===== config.mk =====
export PLATFORM = sky130hd
export DESIGN_NAME = cpu_sequencer
export DESIGN_NICKNAME = d
export VERILOG_FILES = /design/src/rtl/cpu_sequencer.sv
export SDC_FILE = /design/constraint.sdc
export NUM_CORES = 1
export LEC_CHECK = 0
export CELL_PAD_IN_SITES_DETAIL_PLACEMENT = 1
export CELL_PAD_IN_SITES_GLOBAL_PLACEMENT = 2
export CORE_MARGIN = 3
export CORE_UTILIZATION = 33
export DETAILED_ROUTE_END_ITERATION = 10
export GPL_ROUTABILITY_DRIVEN = 0
export GPL_TIMING_DRIVEN = 0
export PLACE_DENSITY_LB_ADDON = 0.2
export SETUP_SLACK_MARGIN = 0.2
export SLEW_MARGIN = 20
export SYNTH_ARGS = -nofsm -noshare
export SYNTH_HDL_FRONTEND = slang
export SYNTH_SLANG_ARGS = --single-unit

===== constraint.sdc =====
create_clock -name clk -period 4.3 [get_ports clk]
set_clock_uncertainty 0.15 [all_clocks]
set_input_delay 0.86 -clock clk [delete_from_list [all_inputs] [get_ports clk]]
set_output_delay 0.86 -clock clk [all_outputs]
set_load 0.03 [all_outputs]

===== src/rtl/cpu_sequencer.sv =====
// Fetch/decode/indirect/execute control sequencer for a single-accumulator style CPU.
// Memory and datapath use req/ack and start/done handshakes; every output is registered.
module cpu_sequencer #(
  parameter int DWIDTH = 16,
  parameter int AWIDTH = 12,
  parameter logic [AWIDTH-1:0] RESET_PC = '0
) (
  input  logic              clk,
  input  logic              reset_n,
  input  logic              run,
  output logic              mem_req,
  output logic [AWIDTH-1:0] mem_addr,
  input  logic              mem_ack,
  input  logic [DWIDTH-1:0] mem_rdata,
  output logic              ex_start,
  output logic [2:0]        ex_op,
  output logic [AWIDTH-1:0] ex_reg,
  output logic [AWIDTH-1:0] ex_ea,
  input  logic              ex_done,
  input  logic              ex_skip,
  output logic [AWIDTH-1:0] pc,
  output logic [DWIDTH-1:0] ir,
  output logic              busy,
  output logic              halted
);

  typedef enum logic [2:0] {
    IDLE,
    FETCH,
    DECODE,
    INDIRECT,
    EXECUTE,
    HALT
  } state_t;

  localparam logic [2:0] OP_BRANCH = 3'd4;
  localparam logic [2:0] OP_REGREF = 3'd7;

  state_t            state;
  logic              i_bit;
  logic [2:0]        opcode;
  logic [AWIDTH-1:0] addr_f;
  logic [AWIDTH-1:0] pc_inc;
  logic [AWIDTH-1:0] ind_ea;

  assign i_bit  = ir[DWIDTH-1];
  assign opcode = ir[DWIDTH-2:DWIDTH-4];
  assign addr_f = ir[AWIDTH-1:0];
  assign pc_inc = pc + AWIDTH'(1);
  assign ind_ea = mem_rdata[AWIDTH-1:0];

  always_ff @(posedge clk or negedge reset_n) begin
    if (!reset_n) begin
      state    <= IDLE;
      pc       <= RESET_PC;
      ir       <= '0;
      ex_ea    <= '0;
      ex_reg   <= '0;
      ex_op    <= '0;
      mem_req  <= 1'b0;
      mem_addr <= '0;
      ex_start <= 1'b0;
      busy     <= 1'b0;
      halted   <= 1'b0;
    end else begin
      ex_start <= 1'b0;
      case (state)
        IDLE: begin
          if (run) begin
            state    <= FETCH;
            mem_req  <= 1'b1;
            mem_addr <= pc;
            busy     <= 1'b1;
          end
        end

        FETCH: begin
          if (mem_req && mem_ack) begin
            ir      <= mem_rdata;
            pc      <= pc_inc;
            mem_req <= 1'b0;
            state   <= DECODE;
          end
        end

        DECODE: begin
          ex_op <= opcode;
          if (opcode == OP_REGREF) begin
            // Illegal indirect reg-ref and HLT (bit 0) both stop the machine.
            if (i_bit || addr_f[0]) begin
              state  <= HALT;
              halted <= 1'b1;
              busy   <= 1'b0;
            end else begin
              ex_reg   <= addr_f;
              ex_start <= 1'b1;
              state    <= EXECUTE;
            end
          end else if (i_bit) begin
            mem_req  <= 1'b1;
            mem_addr <= addr_f;
            state    <= INDIRECT;
          end else begin
            ex_ea <= addr_f;
            if (opcode == OP_BRANCH) begin
              pc       <= addr_f;
              mem_req  <= 1'b1;
              mem_addr <= addr_f;
              state    <= FETCH;
            end else begin
              ex_start <= 1'b1;
              state    <= EXECUTE;
            end
          end
        end

        INDIRECT: begin
          if (mem_req && mem_ack) begin
            ex_ea <= ind_ea;
            if (opcode == OP_BRANCH) begin
              // Next fetch starts straight away, so the request stays up on the new address.
              pc       <= ind_ea;
              mem_addr <= ind_ea;
              state    <= FETCH;
            end else begin
              mem_req  <= 1'b0;
              ex_start <= 1'b1;
              state    <= EXECUTE;
            end
          end
        end

        EXECUTE: begin
          if (ex_done) begin
            pc       <= ex_skip ? pc_inc : pc;
            mem_addr <= ex_skip ? pc_inc : pc;
            mem_req  <= 1'b1;
            state    <= FETCH;
          end
        end

        HALT: begin
          state <= HALT;
        end

        default: begin
          state   <= IDLE;
          mem_req <= 1'b0;
          busy    <= 1'b0;
        end
      endcase
    end
  end

endmodule


==> results by group <==
Clock network
  – Clk_lat worst skew: 350 ps
  – Setup Fix Bufs, Post-CTS: 0
  – CTS tree: done
  – Clk root buf: clkbuf_16
  – Htree depth: 3
  – CTS Buf Count: 9
  – Post-CTS Resized: 0
  – # clock sinks: 74
  – Hold Buf Count CTS: 0
  – Buffers from clock root to sink, at most: 2
  – Clock transition at path regs: 60 ps

Critical path
  – Crit Path Max Fanout: 10
  – Req. time, crit path: 4380 ps
  – CP arrival: 2800 ps
  – Depth of the most critical reg-to-reg path: 7
  – Crit Reg-Reg Endpoint: pc[10]$_DFFE_PN0P_
  – Worst reg2reg setup slack: 1810 ps
  – Worst r2r src: pc[0]$_DFFE_PN0P_
  – Critical Path Source Type: input port
  – Worst setup EP type: register
  – Critical path class: input port to register

Routing
  – Initial DRC count: 75
  – Vias: 3597
  – DR DRC count: 0
  – Post-DRT Antenna Nets: 0
  – Via-to-Cell Ratio: 5.22
  – Average wire per standard cell: 18.7 um
  – Pre-antenna DRT Iters: 4
  – Routed Wire Length: 12900 um

STA
  – Worst slew pin tran: 781 ps
  – Worst hold margin: 259 ps
  – RSZ-0062 raised after global routing: no
  – Endpoints failing setup: 0
  – Period utilization: 0.634
  – Min cycle time layout: 2730 ps
  – Fin. max-slew vios: 0
  – Hold Fails Final Rpt: 0
  – TNS Setup: 0 ps
  – Fmax: 367 MHz
  – Slew Limit Headroom: 0.477

Power and ir drop
  – Leakage: 2.39 nW
  – PwrDens: 273 nW/um^2
  – VDD IR max: 205 uV
  – Flop pwr share: 0.468
  – Switching Fraction: 0.238
  – Clock power share: 0.478
  – P_sw: 359 uW
  – Internal power: 1.15 mW
  – Final Total Pwr: 1.51 mW
  – Combinational fraction of design power: 0.054

Floorplanning
  – Starting density of the core: 0.347
  – Die X: 117 um
  – CORE AREA: 11800 sq um
  – Die Y: 117 um
  – I/O pin total: 93
  – Die ar.: 13700 sq um
  – Standard-cell row count: 39

Finish
  – Core Util, Final: 0.469
  – Leading cell type in the layout, fill and taps excluded: clkdlybuf4s50_1
  – Share of cells above drive strength 1: 0.168
  – Largest register by flop count: ir
  – Area growth syn-to-layout: 35.1%
  – Largest register FFs: 16
  – Antenna cell count: 0
  – Final #Nets: 543
  – Non-Filler Instances: 689
  – Most frequent cells in the layout: clkdlybuf4s50_1 (91), dfrtp_1 (74), nor2_1 (45)

Logic synthesis
  – Synth warn: 0
  – Netlist cell types: 60
  – Post-Syn Instances: 416
  – Post-synth EDFFs: 0
  – Yosys top cell area share: 0.454
  – Async S/R FF share, synth: 1.00
  – Synth Register Bits: 74
  – Mapped cell area: 4080 sq um
  – Dominant cell type by area after synthesis: dfrtp_1
  – Sequential share of the synthesized area: 0.454
  – Syn Nets: 439
  – Synth Flop Type: dfrtp_1
  – Mean Syn Cell Area: 9.81 sq um
  – Synth top area cells: dfrtp_1 (45%), mux2_2 (9.4%), mux2i_1 (4.9%), nor2_1 (4.1%), o21ai_0 (4.0%)

Place
  – HPWL Detailed: 9470 um
  – Placed cells: 673
  – Port Buffers: 92

Hold path
  – Type of the tightest min-delay check: input port to async pin

Run
  – Max-Cap Viols: 0

GRT
  – Vias in the first global route: 3754
  – Largest net degree at the start of global routing: 54
  – GRT Util Overall: 0.195
  – Antenna violations before repair: 0
  – Remaining Overflow, GRT: 0
  – First-pass GRT wire length: 20500 um

Outcome
  – Outcome: finished clean
per-stage QoR:
stage / instance area [sq um] / setup slack, ps
2_1_floorplan: 4080 / 2070
5_1_grt: 5510 / 1460
3_3_place_gp: 5210 / -609
3_5_place_dp: 5230 / 1190
4_1_cts: 5510 / 1550
6_report: 5510 / 1570
synthesized netlist by cell type, types with 5 or more instances:
master,instances
buf_2,11
nand2_1,35
a31oi_1,7
nand3_1,6
clkbuf_1,12
nand4_1,5
o21ai_0,33
mux2_2,34
inv_1,8
dfrtp_1,74
nor2_1,45
nor3_1,11
a21oi_2,8
mux2i_1,20
a21oi_1,25
a221oi_1,7
worst max-delay path, cell delays in order:
cell and delay (ps):
clkdlybuf4s50_1 450, nand2_1 140, nor3_2 680, buf_4 310, mux2_2 350
power by group through the flow:
stage               clock network, mW  registers [mW]  logic, mW
floorplan                           0           0.730     0.0137
global placement                    0           0.718     0.0791
detailed placement                  0           0.718     0.0832
CTS                             0.743           0.705     0.0835
global route                    0.774           0.705     0.0891
finish                          0.721           0.705     0.0815
cell families after synthesis:
family          share of synthesized area
simple gates                        0.154
compound gates                      0.180
flops                               0.454
mux                                 0.143
buf+inv                            0.0490
xor+xnor                           0.0172
fa+ha+maj                         0.00307
layout make-up:
class,count,area [sq um]
fillers,1338,6250
repair buffers,93,946
clock inverters,5,38.8
flip-flops and latches,74,1850
well taps,164,205
multi-input cells,304,2030
inverters,8,30.0
clock buffers,11,243
plain buffers,30,170
per-layer routing:
layer / vias up / routed length, um / GRT usage
met1: 1793 / 6030 / 0.250
met3: 13 / 772 / 0.0694
met2: 79 / 5960 / 0.314
met4: 0 / 129 / 0.0489
li1: 1712 / - / -
met5: - / 0 / 0
worst max path at each step:
stage | start | end | cells after the start
2_1_floorplan | pc[0]$_DFFE_PN0P_ | pc[10]$_DFFE_PN0P_ | 7
3_3_place_gp | reset_n | ex_op[2]$_DFFE_PN0P_ | 1
3_5_place_dp | mem_ack | ir[9]$_DFFE_PN0P_ | 5
4_1_cts | mem_ack | ir[9]$_DFFE_PN0P_ | 5
5_1_grt | mem_ack | pc[7]$_DFFE_PN0P_ | 6
6_report | mem_ack | ir[9]$_DFFE_PN0P_ | 5
No activity file was read; power rests on OpenSTA's default activity.
